File: config.mk
export PLATFORM = sky130hd
export DESIGN_NAME = mano_bus_datapath_flat
export DESIGN_NICKNAME = d
export VERILOG_FILES = /design/src/rtl/mano_bus_datapath_if.sv /design/src/rtl/mano_bus_datapath.sv /design/src/flat_wrapper.sv
export SDC_FILE = /design/constraint.sdc
export NUM_CORES = 1
export LEC_CHECK = 0
export CAP_MARGIN = 20
export CORE_MARGIN = 2
export CORE_UTILIZATION = 43
export DETAILED_ROUTE_END_ITERATION = 10
export GPL_TIMING_DRIVEN = 0
export PLACE_DENSITY_LB_ADDON = 0.2
export SYNTH_ARGS = -nofsm -noshare
export SYNTH_HDL_FRONTEND = slang
export SYNTH_SLANG_ARGS = --single-unit
File: constraint.sdc
create_clock -name clk -period 1.8 [get_ports clk]
set_input_delay 0.36 -clock clk [delete_from_list [all_inputs] [get_ports clk]]
set_output_delay 0.36 -clock clk [all_outputs]
set_load 0.02 [all_outputs]
File: src/rtl/mano_bus_datapath_if.sv
// Common-bus interface between the Mano control unit/memory side and the
// receiving datapath: bus select, register controls, memory port and register views.
interface mano_bus_datapath_if;
  logic [2:0]  s;
  logic        ld_ar, inr_ar, clr_ar;
  logic        ld_pc, inr_pc, clr_pc;
  logic        ld_dr, inr_dr, clr_dr;
  logic        ld_ac, inr_ac, clr_ac;
  logic        ld_ir;
  logic        ld_tr, inr_tr, clr_tr;
  logic        sc_inr, sc_clr;
  logic        mem_wr;
  logic [15:0] mem_rdata;
  logic [11:0] mem_addr;
  logic [15:0] mem_wdata;
  logic        mem_we;
  logic [15:0] bus;
  logic [11:0] ar, pc;
  logic [15:0] dr, ac, ir, tr;
  logic [3:0]  sc;
  logic        err;

  modport master (
    output s, ld_ar, inr_ar, clr_ar, ld_pc, inr_pc, clr_pc, ld_dr, inr_dr, clr_dr,
           ld_ac, inr_ac, clr_ac, ld_ir, ld_tr, inr_tr, clr_tr, sc_inr, sc_clr,
           mem_wr, mem_rdata,
    input  mem_addr, mem_wdata, mem_we, bus, ar, pc, dr, ac, ir, tr, sc, err
  );

  modport slave (
    input  s, ld_ar, inr_ar, clr_ar, ld_pc, inr_pc, clr_pc, ld_dr, inr_dr, clr_dr,
           ld_ac, inr_ac, clr_ac, ld_ir, ld_tr, inr_tr, clr_tr, sc_inr, sc_clr,
           mem_wr, mem_rdata,
    output mem_addr, mem_wdata, mem_we, bus, ar, pc, dr, ac, ir, tr, sc, err
  );
endinterface

File: src/rtl/mano_bus_datapath.sv
// Mano basic-computer common bus: source mux, destination registers, sequence
// counter, memory write port and a sticky illegal-operation flag.
module mano_bus_datapath (
  input logic               clk,
  input logic               rst_n,
  mano_bus_datapath_if.slave bif
);

  logic [11:0] ar_r, pc_r;
  logic [15:0] dr_r, ac_r, ir_r, tr_r;
  logic [3:0]  sc_r;
  logic        err_r;
  logic [15:0] bus_s;
  logic        illegal_s;

  // Per-register update with clr > ld > inr priority; increment wraps naturally.
  function automatic logic [15:0] next16(input logic [15:0] cur, input logic clr,
                                         input logic ld, input logic inr,
                                         input logic [15:0] busv);
    logic [15:0] nxt;
    if (clr)      nxt = 16'h0000;
    else if (ld)  nxt = busv;
    else if (inr) nxt = cur + 16'h0001;
    else          nxt = cur;
    return nxt;
  endfunction

  function automatic logic [11:0] next12(input logic [11:0] cur, input logic clr,
                                         input logic ld, input logic inr,
                                         input logic [11:0] busv);
    logic [11:0] nxt;
    if (clr)      nxt = 12'h000;
    else if (ld)  nxt = busv;
    else if (inr) nxt = cur + 12'h001;
    else          nxt = cur;
    return nxt;
  endfunction

  // Bus source selection.
  always_comb begin
    bus_s = 16'h0000;
    case (bif.s)
      3'd1:    bus_s = {4'h0, ar_r};
      3'd2:    bus_s = {4'h0, pc_r};
      3'd3:    bus_s = dr_r;
      3'd4:    bus_s = ac_r;
      3'd5:    bus_s = ir_r;
      3'd6:    bus_s = tr_r;
      3'd7:    bus_s = bif.mem_rdata;
      default: bus_s = 16'h0000;
    endcase
  end

  // Memory-to-memory transfer and ambiguous AR/PC load+increment are flagged.
  assign illegal_s = (bif.mem_wr & (bif.s == 3'd7)) |
                     (bif.ld_ar & bif.inr_ar) |
                     (bif.ld_pc & bif.inr_pc);

  // Register, sequence-counter and error-flag state.
  always_ff @(posedge clk) begin
    if (!rst_n) begin
      ar_r  <= 12'h000;
      pc_r  <= 12'h000;
      dr_r  <= 16'h0000;
      ac_r  <= 16'h0000;
      ir_r  <= 16'h0000;
      tr_r  <= 16'h0000;
      sc_r  <= 4'h0;
      err_r <= 1'b0;
    end else begin
      ar_r  <= next12(ar_r, bif.clr_ar, bif.ld_ar, bif.inr_ar, bus_s[11:0]);
      pc_r  <= next12(pc_r, bif.clr_pc, bif.ld_pc, bif.inr_pc, bus_s[11:0]);
      dr_r  <= next16(dr_r, bif.clr_dr, bif.ld_dr, bif.inr_dr, bus_s);
      ac_r  <= next16(ac_r, bif.clr_ac, bif.ld_ac, bif.inr_ac, bus_s);
      ir_r  <= next16(ir_r, 1'b0, bif.ld_ir, 1'b0, bus_s);
      tr_r  <= next16(tr_r, bif.clr_tr, bif.ld_tr, bif.inr_tr, bus_s);
      if (bif.sc_clr)      sc_r <= 4'h0;
      else if (bif.sc_inr) sc_r <= sc_r + 4'h1;
      else                 sc_r <= sc_r;
      err_r <= err_r | illegal_s;
    end
  end

  // Address uses the pre-edge AR, so a same-cycle AR update cannot redirect a write.
  assign bif.mem_addr  = ar_r;
  assign bif.mem_wdata = bus_s;
  assign bif.mem_we    = bif.mem_wr & (bif.s != 3'd7);
  assign bif.bus       = bus_s;
  assign bif.ar        = ar_r;
  assign bif.pc        = pc_r;
  assign bif.dr        = dr_r;
  assign bif.ac        = ac_r;
  assign bif.ir        = ir_r;
  assign bif.tr        = tr_r;
  assign bif.sc        = sc_r;
  assign bif.err       = err_r;

endmodule

File: src/flat_wrapper.sv
// flat-port wrapper written by rule: the top's interface ports become plain ports
module mano_bus_datapath_flat 
  (clk, rst_n, bif_s, bif_ld_ar, bif_inr_ar, bif_clr_ar, bif_ld_pc, bif_inr_pc, bif_clr_pc, bif_ld_dr, bif_inr_dr, bif_clr_dr, bif_ld_ac, bif_inr_ac, bif_clr_ac, bif_ld_ir, bif_ld_tr, bif_inr_tr, bif_clr_tr, bif_sc_inr, bif_sc_clr, bif_mem_wr, bif_mem_rdata, bif_mem_addr, bif_mem_wdata, bif_mem_we, bif_bus, bif_ar, bif_pc, bif_dr, bif_ac, bif_ir, bif_tr, bif_sc, bif_err);
  mano_bus_datapath_if bif_i ();
  input logic clk;
  input logic rst_n;
  input wire logic [$bits(bif_i.s)-1:0] bif_s;
  input wire logic [$bits(bif_i.ld_ar)-1:0] bif_ld_ar;
  input wire logic [$bits(bif_i.inr_ar)-1:0] bif_inr_ar;
  input wire logic [$bits(bif_i.clr_ar)-1:0] bif_clr_ar;
  input wire logic [$bits(bif_i.ld_pc)-1:0] bif_ld_pc;
  input wire logic [$bits(bif_i.inr_pc)-1:0] bif_inr_pc;
  input wire logic [$bits(bif_i.clr_pc)-1:0] bif_clr_pc;
  input wire logic [$bits(bif_i.ld_dr)-1:0] bif_ld_dr;
  input wire logic [$bits(bif_i.inr_dr)-1:0] bif_inr_dr;
  input wire logic [$bits(bif_i.clr_dr)-1:0] bif_clr_dr;
  input wire logic [$bits(bif_i.ld_ac)-1:0] bif_ld_ac;
  input wire logic [$bits(bif_i.inr_ac)-1:0] bif_inr_ac;
  input wire logic [$bits(bif_i.clr_ac)-1:0] bif_clr_ac;
  input wire logic [$bits(bif_i.ld_ir)-1:0] bif_ld_ir;
  input wire logic [$bits(bif_i.ld_tr)-1:0] bif_ld_tr;
  input wire logic [$bits(bif_i.inr_tr)-1:0] bif_inr_tr;
  input wire logic [$bits(bif_i.clr_tr)-1:0] bif_clr_tr;
  input wire logic [$bits(bif_i.sc_inr)-1:0] bif_sc_inr;
  input wire logic [$bits(bif_i.sc_clr)-1:0] bif_sc_clr;
  input wire logic [$bits(bif_i.mem_wr)-1:0] bif_mem_wr;
  input wire logic [$bits(bif_i.mem_rdata)-1:0] bif_mem_rdata;
  output wire logic [$bits(bif_i.mem_addr)-1:0] bif_mem_addr;
  output wire logic [$bits(bif_i.mem_wdata)-1:0] bif_mem_wdata;
  output wire logic [$bits(bif_i.mem_we)-1:0] bif_mem_we;
  output wire logic [$bits(bif_i.bus)-1:0] bif_bus;
  output wire logic [$bits(bif_i.ar)-1:0] bif_ar;
  output wire logic [$bits(bif_i.pc)-1:0] bif_pc;
  output wire logic [$bits(bif_i.dr)-1:0] bif_dr;
  output wire logic [$bits(bif_i.ac)-1:0] bif_ac;
  output wire logic [$bits(bif_i.ir)-1:0] bif_ir;
  output wire logic [$bits(bif_i.tr)-1:0] bif_tr;
  output wire logic [$bits(bif_i.sc)-1:0] bif_sc;
  output wire logic [$bits(bif_i.err)-1:0] bif_err;
  assign bif_i.s = bif_s;
  assign bif_i.ld_ar = bif_ld_ar;
  assign bif_i.inr_ar = bif_inr_ar;
  assign bif_i.clr_ar = bif_clr_ar;
  assign bif_i.ld_pc = bif_ld_pc;
  assign bif_i.inr_pc = bif_inr_pc;
  assign bif_i.clr_pc = bif_clr_pc;
  assign bif_i.ld_dr = bif_ld_dr;
  assign bif_i.inr_dr = bif_inr_dr;
  assign bif_i.clr_dr = bif_clr_dr;
  assign bif_i.ld_ac = bif_ld_ac;
  assign bif_i.inr_ac = bif_inr_ac;
  assign bif_i.clr_ac = bif_clr_ac;
  assign bif_i.ld_ir = bif_ld_ir;
  assign bif_i.ld_tr = bif_ld_tr;
  assign bif_i.inr_tr = bif_inr_tr;
  assign bif_i.clr_tr = bif_clr_tr;
  assign bif_i.sc_inr = bif_sc_inr;
  assign bif_i.sc_clr = bif_sc_clr;
  assign bif_i.mem_wr = bif_mem_wr;
  assign bif_i.mem_rdata = bif_mem_rdata;
  assign bif_mem_addr = bif_i.mem_addr;
  assign bif_mem_wdata = bif_i.mem_wdata;
  assign bif_mem_we = bif_i.mem_we;
  assign bif_bus = bif_i.bus;
  assign bif_ar = bif_i.ar;
  assign bif_pc = bif_i.pc;
  assign bif_dr = bif_i.dr;
  assign bif_ac = bif_i.ac;
  assign bif_ir = bif_i.ir;
  assign bif_tr = bif_i.tr;
  assign bif_sc = bif_i.sc;
  assign bif_err = bif_i.err;
  mano_bus_datapath u_core (.clk(clk), .rst_n(rst_n), .bif(bif_i));
endmodule
======== After elaboration in Yosys (flattened, before gate mapping) ========
Index checks and enable logic that the tools add are counted.
operators by class
  bitwise gates (word level) .............. 8
  mux-type cells .......................... 11
  reduce and logical (&&, ||, !) cells .... 11
  $add $sub $neg .......................... 6
  eq/ne operators ......................... 8
operators with widths
  operator                                                                number
  16-bit one-hot mux with 7 select lines                                  1
  16-bit 2-to-1 mux                                                       6
  16-bit by 1-bit adder with 16-bit output (second input constant)        3
  12-bit 2-to-1 mux                                                       4
  12-bit by 1-bit adder with 12-bit output (second input constant)        2
  3-bit equality test (second input constant)                             4
  2-bit OR reduction                                                      6
  2-bit nonzero test                                                      5
  3-bit by 2-bit equality test with 1-bit output (second input constant)  2
  4-bit by 1-bit adder with 4-bit output (second input constant)          1
  1-bit bitwise AND                                                       4
  3-bit by 1-bit equality test with 1-bit output (second input constant)  1
  3-bit != test (second input constant)                                   1
  1-bit bitwise OR                                                        3
  1-bit inverter                                                          1
word-level totals
  register bits ........................... 93
  input port bits ......................... 40

======== Logic depth before layout (Yosys ltp) ========
Gate-level depths: netlist (run 1).
  word-level depth ........................ 5
  mapped depth ............................ 8
  depth with buffers taken out ............ 6

======== Worst setup path before layout (run 1) ========
Ideal clock, no wire load.
  path kind ............................... input to output
  start ................................... in bif_s[0]
  end ..................................... out bif_mem_wdata[9]
  stages on the path ...................... 6
  buffers on the path ..................... 2
  arrival ................................. 1.673 ns
  slack ................................... -0.233 ns
  required time ........................... 1.440 ns
  cell sequence ........................... buf_2 -> nor2b_1 -> a221o_1 -> a22oi_2 -> inv_1 -> buf_4
on the way
  word-level cells in the longest chain between the ends .. 2
  elaborated cells between the ends (all ways) .. 8
  those cells by class .................... eq/ne: 7; mux: 1
ends and longest elaborated chain
  what                                         RTL line                 source
  from (decl)                                  flat_wrapper.sv:7        input wire logic [$bits(bif_i.s)-1:0] bif_s;
  3-bit equality test (tied with other cells)  mano_bus_datapath.sv:42  case (bif.s)
  16-bit one-hot mux with 7 select lines *     mano_bus_datapath.sv:42
  to (decl)                                    flat_wrapper.sv:29       output wire logic [$bits(bif_i.mem_wdata)-1:0] bif_mem_wdata;
Every way passes the cells marked *; elsewhere a longest branch is shown, timed or not.

======== Worst setup path after layout (run 1) ========
  start ................................... in bif_s[2]
  end ..................................... out bif_mem_wdata[3]
The elaborated chain is that of the path after synthesis.

==> results of run 1 <==
==> area by class of cell <==
type | instances | area (sq um)
multi-input cells | 476 | 3760
fillers | 989 | 3490
repair buffers | 246 | 2380
flip-flops and latches | 93 | 1960
plain buffers | 63 | 508
clock buffers | 12 | 267
well taps | 172 | 215
inverters | 22 | 85.1
clock inverters | 3 | 67.6
==> layout by cell type, fill, tap and decap left out, types with 6 or more instances in the layout <==
| master | synthesis | routed |
|---|---|---|
| nor4_1 | 8 | 8 |
| buf_12 | 0 | 9 |
| nor2_1 | 48 | 46 |
| nand2b_1 | 9 | 9 |
| o211a_1 | 6 | 6 |
| dfxtp_1 | 93 | 52 |
| dlygate4sd2_1 | 0 | 62 |
| nand2_1 | 36 | 35 |
| a221o_1 | 6 | 6 |
| a21oi_1 | 47 | 41 |
| dfxtp_2 | 0 | 24 |
| nand4_1 | 13 | 13 |
| xnor2_1 | 34 | 34 |
| mux2_4 | 0 | 6 |
| a21oi_2 | 6 | 8 |
| and3_1 | 6 | 6 |
| nor2b_1 | 11 | 8 |
| buf_2 | 5 | 6 |
| inv_2 | 1 | 16 |
| buf_4 | 35 | 82 |
| clkdlybuf4s50_1 | 0 | 59 |
| o21ai_0 | 42 | 41 |
| buf_6 | 2 | 46 |
| mux2i_4 | 0 | 12 |
| nor3_1 | 10 | 8 |
| xor2_1 | 32 | 32 |
| dfxtp_4 | 0 | 17 |
| clkbuf_16 | 0 | 9 |
| dlymetal6s2s_1 | 0 | 16 |
| a211oi_1 | 32 | 29 |
| ha_1 | 6 | 6 |
| nand3_1 | 25 | 24 |
| clkbuf_1 | 21 | 19 |
| o22ai_2 | 0 | 8 |
==> metal layers <==
layer | vias up | part of all wire
li1 | 2884 | -
met1 | 3076 | 0.41
met2 | 390 | 0.44
met3 | 90 | 0.098
met4 | 0 | 0.050
met5 | - | 0
==> where the power goes <==
part	total (uW)	switching [uW]	leakage (uW)	internal (uW)
logic	1670	892	0.00323	778
registers	2290	149	0.000784	2140
clock network	2150	827	0.000161	1320
==> registers in the layout (all words and copies together) (netlist names) <==
name            count
u_core.bif.ac      16
u_core.bif.sc       4
u_core.bif.dr      16
u_core.bif.err      1
u_core.bif.ar      12
u_core.bif.pc      12
u_core.bif.ir      16
u_core.bif.tr      16
==> cell usage after synthesis (11+ instances only) <==
| library cell | count |
|---|---|
| dfxtp_1 | 93 |
| xor2_1 | 32 |
| o21ai_0 | 42 |
| mux2i_1 | 19 |
| nor2b_1 | 11 |
| a211oi_1 | 32 |
| nand3_1 | 25 |
| clkbuf_1 | 21 |
| nand4_1 | 13 |
| inv_1 | 21 |
| a21oi_1 | 47 |
| nand2_1 | 36 |
| buf_4 | 35 |
| xnor2_1 | 34 |
| nor2_1 | 48 |
| o22ai_1 | 12 |
==> what timing repair did <==
action | CTS | global route
hold buffers | 0 | 0
pin swaps | 29 | 19
gates resized for setup | 391 | 61
cloned | 4 | 0
buffers inserted | 64 | 10
setup endpoints to repair | 183 | 73
==> path summary, 6_finish.rpt <==
check | to | slack [ps] | cells after the start
worst min register to register | u_core.bif.ir[2] | 510 | 1
worst min-delay path | u_core.bif.ar[7] | 400 | 3
worst max register to register | u_core.bif.dr[14] | -150 | 12
worst max-delay path | bif_mem_wdata[3] | -420 | 10
==> metrics by stage <==
step	power [uW]	area [sq um]	hold WS (ps)
after floorplan	3040	5750	450
final	6110	9230	403
after global placement	3660	7700	487
after CTS	6030	9010	394
after detailed placement	3680	7700	496
after global routing	6290	9230	422
==> critical path: stages <==
cell and delay, ps:
buf_12 110, buf_12 130, buf_6 110, mux2_4 300, a221oi_4 290, nor2_2 90, a21oi_4 170, inv_2 60
buf_6 110, buf_6 120
==> kinds of logic (layout without fill, tap and decap cells) <==
| kind of cell | after synthesis | in the layout | share of synthesized area |
|---|---|---|---|
| compound gates | 185 | 185 | 0.228 |
| simple gates | 184 | 184 | 0.167 |
| flops | 93 | 93 | 0.329 |
| buf+inv | 87 | 346 | 0.0846 |
| xor+xnor | 67 | 67 | 0.105 |
| mux | 34 | 34 | 0.0734 |
| fa+ha+maj | 6 | 6 | 0.0133 |
==> flow_metrics.env, run 1 <==
export IMPL_status="complete, but fails checks"
export IMPL_violations="negative setup slack"
export IMPL_drcViolationCount=0
export IMPL_yosysTopAreaCell="dfxtp_1"
export IMPL_areaGrowthSynthToFinish_pct=63.0
export IMPL_synth_edf_count=0
export IMPL_yosys_area_top_type_share=0.329
export IMPL_max_freq_mhz=451
export IMPL_coreArea_sq_um=12700
export IMPL_synth_seq_cells=93
export IMPL_start_util=0.445
export IMPL_fin_skew_ps=8.59
export IMPL_cp_required_ps=1440
export IMPL_routed_wl_um=24300
export IMPL_dp_cells=1001
export IMPL_num_io_pins=178
export IMPL_grt_pass1_wl_um=35800
export IMPL_min_period_ps=2220
export IMPL_power_density_nw_per_um2=662
export IMPL_vias_per_cell=5.92
export IMPL_maxCapViolCount=0
export IMPL_yosys_most_used_dff="dfxtp_1"
export IMPL_clock_latency_ps=360
export IMPL_cp_end_kind="primary output"
export IMPL_synth_cell_type_count=58
export IMPL_final_core_util=0.726
export IMPL_p_leak_uw=0.00418
export IMPL_drive_gt1_frac=0.343
export IMPL_syn_inst=656
export IMPL_hold_viol=0
export IMPL_setup_violations=40
export IMPL_dr_pass1_iters=5
export IMPL_dpl_worst_slack_ps=-1690
export IMPL_final_period_utilization=1.23
export IMPL_io_buffers=173
export IMPL_stdcell_count=1087
export IMPL_synthArstFlopShare=0
export IMPL_crit_fanout=5
export IMPL_hold_class="in -> reg"
export IMPL_cts_inserted_buffers=9
export IMPL_dieArea_sq_um=14100
export IMPL_cts_root_buffer="clkbuf_16"
export IMPL_min_from="bif_ld_ar"
export IMPL_grtUsageTotal=0.335
export IMPL_yosysSeqAreaShare=0.329
export IMPL_grt_pass1_vias=6091
export IMPL_worstSetupStartpoint="bif_s[2]"
export IMPL_wl_per_cell_um=22.3
export IMPL_syn_nets=702
export IMPL_drt_initial_drc_count=717
export IMPL_netlist_area_sq_um=5660
export IMPL_use_met2=0.510
export IMPL_cts_tree="yes"
export IMPL_cts_htree_levels=3
export IMPL_drv_slew=0
export IMPL_yosysWarningCount=0
export IMPL_rsz0062_at_grt="true"
export IMPL_die_w_um=119
export IMPL_fin_ws_ps=-419
export IMPL_avgSynthCellArea_sq_um=8.63
export IMPL_diodes=0
export IMPL_slew_headroom=0.556
export IMPL_r2r_start="u_core.bif.tr[14]"
export IMPL_die_h_um=119
export IMPL_grt_use_met3=0.0758
export IMPL_grtUsageMet1=0.440
export IMPL_setup_tns_final_ps=-10420
export IMPL_clk_pin_slew_ps=60
export IMPL_clock_sinks=93
export IMPL_grt_max_degree=15
export IMPL_critical_path_class="in -> out"
export IMPL_num_nets_final=957
export IMPL_ant_nets=0
export IMPL_gp_congestion=0.958
export IMPL_rows=41
export IMPL_vias=6440
export IMPL_startpoint_type="input pin"
export IMPL_overflow=0
export IMPL_worst_pin_slew_ps=667
export IMPL_hpwl_um=15700
export IMPL_antenna_found_initial=0
export IMPL_cts_buffer_depth=2
export IMPL_critical_path_arrival_ps=1860
export IMPL_synth_area_top_cells="dfxtp_1 (33%), xnor2_1 (5.3%), xor2_1 (4.9%)"
export IMPL_grt_busiest_layer="met2"
export IMPL_peakVddDrop_uv=369
No activity file was read; power rests on OpenSTA's default activity.
==> inputs of run 2 (changes only) <==
--- a/config.mk
+++ b/config.mk
@@ -6,7 +6,7 @@
 export NUM_CORES = 1
 export LEC_CHECK = 0
 export CAP_MARGIN = 20
-export CORE_MARGIN = 2
+export CORE_MARGIN = 8
 export CORE_UTILIZATION = 43
 export DETAILED_ROUTE_END_ITERATION = 10
 export GPL_TIMING_DRIVEN = 0
==> run 2 against run 1 <==
Compared with the run above:
- the flow still finishes with violations (negative setup slack)
- non-clock buffer count is 1 higher
- register-to-register slack better by 160 ps
- routed wire length is 7.4% higher
- sequential share of layout area is 0.28 points lower
- via count is 1.1% higher
- largest cell class unchanged
==> flow_metrics.env, run 2 (synthesis gave the netlist of run 1 again) <==
export IMPL_grt_pass1_wl_um=37300
export IMPL_clk_pin_slew_ps=60
export IMPL_max_freq_mhz=454
export IMPL_status="complete, but fails checks"
export IMPL_num_fill_cells=979
export IMPL_clock_sinks=93
export IMPL_rows=42
export IMPL_hold_viol=0
export IMPL_grt_use_met3=0.0779
export IMPL_crit_chain="mux2_4 > a221oi_2 > nor2_2 > a21oi_4 > inv_2 > buf_6 > buf_6"
export IMPL_min_from="bif_ld_ar"
export IMPL_violations="negative setup slack"
export IMPL_holdPathStages=3
export IMPL_peakVddDrop_uv=396
export IMPL_stdcell_count=1090
export IMPL_fin_area_sq_um=9400
export IMPL_setup_violations=32
export IMPL_grt_pass1_vias=6192
export IMPL_drive_gt1_frac=0.348
export IMPL_wl_per_cell_um=23.9
export IMPL_cts_htree_levels=3
export IMPL_critical_path_class="reg -> out"
export IMPL_cts_root_buffer="clkbuf_16"
export IMPL_hold_end="u_core.bif.ar[7]"
export IMPL_power_uw=6040
export IMPL_num_io_pins=178
export IMPL_drt_initial_drc_count=894
export IMPL_die_w_um=131
export IMPL_overflow=0
export IMPL_cp_end_kind="primary output"
export IMPL_coreArea_sq_um=13000
export IMPL_hold_class="in -> reg"
export IMPL_grt_max_degree=14
export IMPL_grt_busiest_layer="met2"
export IMPL_regArea_sq_um=1970
export IMPL_areaGrowthSynthToFinish_pct=66.0
export IMPL_hpwl_um=16700
export IMPL_r2r_start="u_core.bif.dr[3]"
export IMPL_critical_path_arrival_ps=1840
export IMPL_dieArea_sq_um=17100
export IMPL_reg2reg_depth=7
export IMPL_dr_pass1_iters=5
export IMPL_worst_pin_slew_ps=561
export IMPL_dp_cells=1005
export IMPL_routed_wl_um=26100
export IMPL_die_h_um=131
export IMPL_io_buffers=173
export IMPL_multiInputGateArea_sq_um=3820
export IMPL_drcViolationCount=0
export IMPL_start_util=0.435
export IMPL_crit_slowest_cell="dfxtp_4"
export IMPL_crit_fanout=2
export IMPL_cp_common_cell="buf_6"
export IMPL_num_nets_final=958
export IMPL_r2r_end="u_core.bif.ar[3]"
export IMPL_critPathMaxStageDelay_ps=340
export IMPL_timing_hold_ws_ps=407
export IMPL_ant_nets=0
export IMPL_cts_tree="yes"
export IMPL_final_period_utilization=1.22
export IMPL_min_period_ps=2200
export IMPL_fin_ws_ps=-403
export IMPL_vias=6510
export IMPL_place_area_sq_um=7700
export IMPL_use_met2=0.475
export IMPL_grtUsageTotal=0.293
export IMPL_cts_buffer_depth=2
export IMPL_final_core_util=0.721
export IMPL_maxCapViolCount=0
export IMPL_p_leak_uw=0.00433
export IMPL_vias_per_cell=5.97
export IMPL_rsz0062_at_grt="true"
export IMPL_antenna_found_initial=0
export IMPL_drv_slew=0
export IMPL_startpoint_type="flip-flop"
export IMPL_gp_congestion=0.936
export IMPL_final_common_cell="buf_4"
export IMPL_fin_skew_ps=4.49
export IMPL_r2r_slack_ps=10
export IMPL_cts_inserted_buffers=9
export IMPL_grtUsageMet1=0.353
export IMPL_cp_required_ps=1440
export IMPL_clock_latency_ps=340
export IMPL_diodes=0
export IMPL_power_density_nw_per_um2=643
export IMPL_final_cell_mix="buf_4 (72), dlygate4sd2_1 (58), buf_6 (57), clkdlybuf4s50_1 (56), dfxtp_1 (50)"
export IMPL_slew_headroom=0.626
-- run 2: metrics by stage --
stage	setup WS, ps	setup TNS (ps)
after floorplan	-76.7	-448
after global placement	-1700	-116510
after detailed placement	-1680	-115090
after CTS	-357	-6450
after global routing	-439	-8120
final	-403	-7260
-- run 2: timing repair --
| action | 4_1_cts | 5_1_grt |
|---|---|---|
| gates resized for setup | 403 | 88 |
| setup endpoints to repair | 185 | 63 |
| pin swaps | 29 | 25 |
| buffers inserted | 51 | 17 |
| hold buffers | 0 | 0 |
| gates cloned | 7 | 0 |
-- run 2: worst max-delay path: cells and delay by family (launching register included) --
family	cells	cell delay, ps
AO/OA/AOI/OAI	2	480
buffers and inverters	3	300
flip-flops	1	340
multiplexers	1	280
AND/OR/NAND/NOR	1	100
-- run 2: cell type report --
class,instances,share of cell area
Tap cell,176,0.0234
Sequential cell,93,0.209
Clock buffer,11,0.0258
Timing Repair Buffer,247,0.264
Buffer,63,0.0555
Multi-Input combinational cell,476,0.407
Clock inverter,2,0.00639
Inverter,22,0.00918
-- run 2: how the worst max path moves through the flow --
stage | start | to | slack (ps) | cells after the start
final | u_core.bif.dr[3] | bif_mem_wdata[3] | -400 | 7
after global placement | bif_s[1] | bif_mem_wdata[9] | -1700 | 8
after detailed placement | bif_s[1] | bif_mem_wdata[2] | -1680 | 8
after floorplan | bif_s[0] | bif_mem_wdata[9] | -80 | 6
after CTS | u_core.bif.dr[3] | bif_mem_wdata[3] | -360 | 7
after global routing | u_core.bif.dr[3] | bif_mem_wdata[3] | -440 | 7
-- run 2: metal layers --
| layer | share of wire | wire length, um | vias to the layer above |
|---|---|---|---|
| met3 | 0.12 | 3210 | 93 |
| met2 | 0.46 | 11900 | 441 |
| met1 | 0.37 | 9660 | 3098 |
| li1 | - | - | 2878 |
| met5 | 0 | 0 | - |
| met4 | 0.048 | 1260 | 0 |
-- run 2: power breakdown --
part	leakage (uW)	total (uW)	switching (uW)	internal [uW]
clock	0.000148	2020	787	1230
sequential	0.000785	2290	150	2140
combinational	0.00340	1730	923	808
==> inputs of run 3 (changes only) <==
--- a/config.mk
+++ b/config.mk
@@ -5,11 +5,11 @@
 export SDC_FILE = /design/constraint.sdc
 export NUM_CORES = 1
 export LEC_CHECK = 0
+export ABC_AREA = 1
 export CAP_MARGIN = 20
 export CORE_MARGIN = 8
-export CORE_UTILIZATION = 43
+export CORE_UTILIZATION = 44
 export DETAILED_ROUTE_END_ITERATION = 10
-export GPL_TIMING_DRIVEN = 0
 export PLACE_DENSITY_LB_ADDON = 0.2
 export SYNTH_ARGS = -nofsm -noshare
 export SYNTH_HDL_FRONTEND = slang
==> run 3 against run 2 <==
Compared with the run above:
- the flow still finishes with violations (negative setup slack)
- largest cell class is now buffers
- via count increased by 36%
- synthesized cell count grew 59%
- total power fell by 2.6%
- sequential share of layout area fell by 4.0 points
- first-iteration DRC count fell by 3.4%
- design area up 17%
- register-to-register slack better by 90 ps
- flip-flop and latch count did not move
- cell count grew 50%
- global-route usage increased by 2.2 points
- non-clock buffer count increased by 139
- critical path depth rose by 2
==> flow_metrics.env, run 3 <==
export IMPL_status="complete, but fails checks"
export IMPL_violations="negative setup slack"
export IMPL_drv_slew=0
export IMPL_diodes=0
export IMPL_hpwl_um=23500
export IMPL_antenna_found_initial=0
export IMPL_fin_skew_ps=6.62
export IMPL_dr_pass1_iters=5
export IMPL_cts_tree="yes"
export IMPL_timing_hold_ws_ps=473
export IMPL_min_period_ps=1890
export IMPL_cts_hold_fix_buffers=0
export IMPL_critical_path_class="in -> out"
export IMPL_dieArea_sq_um=18700
export IMPL_cp_required_ps=1440
export IMPL_worst_pin_slew_ps=746
export IMPL_areaGrowthSynthToFinish_pct=71.1
export IMPL_grtUsageTotal=0.316
export IMPL_synth_cell_type_count=41
export IMPL_ant_nets=0
export IMPL_power_density_nw_per_um2=535
export IMPL_syn_nets=1087
export IMPL_vias_per_cell=5.41
export IMPL_drcViolationCount=0
export IMPL_dpl_worst_slack_ps=-1100
export IMPL_cp_end_kind="primary output"
export IMPL_final_core_util=0.762
export IMPL_hold_viol=0
export IMPL_coreArea_sq_um=14400
export IMPL_num_io_pins=178
export IMPL_p_leak_uw=0.00591
export IMPL_gp_congestion=0.969
export IMPL_cts_buffer_depth=2
export IMPL_critical_path_arrival_ps=1530
export IMPL_hold_class="reg -> reg"
export IMPL_yosys_most_used_dff="dfxtp_1"
export IMPL_yosysTopAreaCell="dfxtp_1"
export IMPL_wl_per_cell_um=19.0
export IMPL_num_nets_final=1495
export IMPL_synthArstFlopShare=0
export IMPL_synth_edf_count=0
export IMPL_maxCapViolCount=0
export IMPL_cts_inserted_buffers=9
export IMPL_start_util=0.445
export IMPL_routed_wl_um=31100
export IMPL_power_switching_uw=1920
export IMPL_die_w_um=137
export IMPL_setup_violations=25
export IMPL_swShare=0.326
export IMPL_slew_headroom=0.502
export IMPL_startpoint_type="input pin"
export IMPL_syn_inst=1041
export IMPL_drive_gt1_frac=0.289
export IMPL_final_common_cell="buf_4"
export IMPL_overflow=0
export IMPL_yosysSeqAreaShare=0.290
export IMPL_combPwrFrac=0.305
export IMPL_clk_pin_slew_ps=70
export IMPL_yosysWarningCount=0
export IMPL_ys_top_cells_by_count="inv_1 (177), nand2_1 (160), nor2_1 (138), o21ai_0 (94), dfxtp_1 (93)"
export IMPL_clock_latency_ps=360
export IMPL_synth_area_top_cells="dfxtp_1 (29%), inv_1 (10%), nand2_1 (9.3%)"
export IMPL_grt_pass1_vias=8282
export IMPL_drt_initial_drc_count=864
export IMPL_synth_seq_cells=93
export IMPL_grt_pass1_wl_um=45200
export IMPL_yosys_area_top_type_share=0.290
export IMPL_netlist_area_sq_um=6420
export IMPL_io_buffers=177
export IMPL_cts_htree_levels=3
export IMPL_grt_max_degree=30
export IMPL_die_h_um=137
export IMPL_seq_power_share=0.373
export IMPL_final_cell_mix="buf_4 (259), inv_1 (167), nand2_1 (154), nor2_1 (121), dfxtp_1 (93)"
export IMPL_final_period_utilization=1.05
export IMPL_internal_power_uw=3970
export IMPL_stdcell_count=1638
export IMPL_vias=8869
export IMPL_dp_cells=1573
export IMPL_pwr_share_clk=0.322
export IMPL_setup_tns_final_ps=-1150
export IMPL_fin_ws_ps=-95.0
export IMPL_peakVddDrop_uv=460
export IMPL_max_freq_mhz=528
export IMPL_rows=44
export IMPL_rsz0062_at_grt="true"
export IMPL_avgSynthCellArea_sq_um=6.17
export IMPL_synth_most_common_cell="inv_1"
export IMPL_crit_fanout=8
export IMPL_cts_root_buffer="clkbuf_16"
export IMPL_clock_sinks=93
-- run 3: cell count changes in the layout (fill, tap and decap cells not counted), moves of 21 or more --
cell and delta:
nand2_1 +121, xnor2_1 -33, o21ai_1 +23, nand3_1 +60
buf_4 +187, nor2_1 +75, dlymetal6s2s_1 +21, dfxtp_2 -23
o21ai_0 +39, dfxtp_1 +43, inv_1 +163, a21oi_1 +32
a211oi_1 -31
-- run 3: power by group through the flow --
| stage | sequential (uW) | combinational (uW) | clock, uW |
|---|---|---|---|
| after floorplan | 2360 | 573 | 0 |
| after global placement | 2230 | 1590 | 0 |
| after detailed placement | 2240 | 1590 | 0 |
| after CTS | 2190 | 1700 | 1910 |
| after global routing | 2200 | 1890 | 1990 |
| final | 2190 | 1800 | 1900 |
-- run 3: cells by family (layout without fill, tap and decap cells) --
family          after synthesis  count (layout)  synth area share
fa+ha+maj                     6               6            0.0117
buf+inv                     238             648             0.167
xor+xnor                     15              15            0.0205
flops                        93              93             0.290
compound gates              233             233             0.194
simple gates                456             459             0.317
-- run 3: area by class of cell --
type / count / area [sq um]
clock inverter: 4 / 30.0
clock buffer: 12 / 256
multi-input combinational: 713 / 3870
fill: 1198 / 3430
sequential: 93 / 1860
timing repair buffer: 449 / 4030
tap: 184 / 230
inverter: 183 / 713
-- run 3: what timing repair did --
action,in CTS,in global routing
setup endpoints to repair,143,82
cloned,3,0
resized for setup,326,92
pin swaps,32,26
setup buffers,29,17
-- run 3: final timing paths --
kind	depth (start not counted)	from	to	slack (ps)
max	9	bif_s[0]	bif_bus[11]	-90
max reg2reg	11	u_core.bif.dr[3]	u_core.bif.ac[3]	100
min	2	u_core.bif.sc[3]	u_core.bif.sc[3]	470
min reg2reg	2	u_core.bif.sc[3]	u_core.bif.sc[3]	470
-- run 3: through the flow --
step	instance area, sq um	total power, uW
detailed placement	9760	3820
global placement	9760	3820
global route	11000	6070
CTS	10600	5800
finish	11000	5880
floorplan	6420	2930
-- run 3: critical path, stage by stage --
cell and delay (ps):
buf_12 110, buf_12 140, nor2_4 160, buf_12 130
nand2_8 90, o21ai_2 160, nor2_1 80, nand2_2 160
buf_6 150
-- run 3: layer usage --
| metal | global-route usage | vias up | share of wire |
|---|---|---|---|
| met5 | 0 | - | 0 |
| met4 | 0.164 | 0 | 0.048 |
| met3 | 0.0771 | 107 | 0.11 |
| met2 | 0.497 | 533 | 0.45 |
| met1 | 0.393 | 4046 | 0.39 |
| li1 | - | 4183 | - |
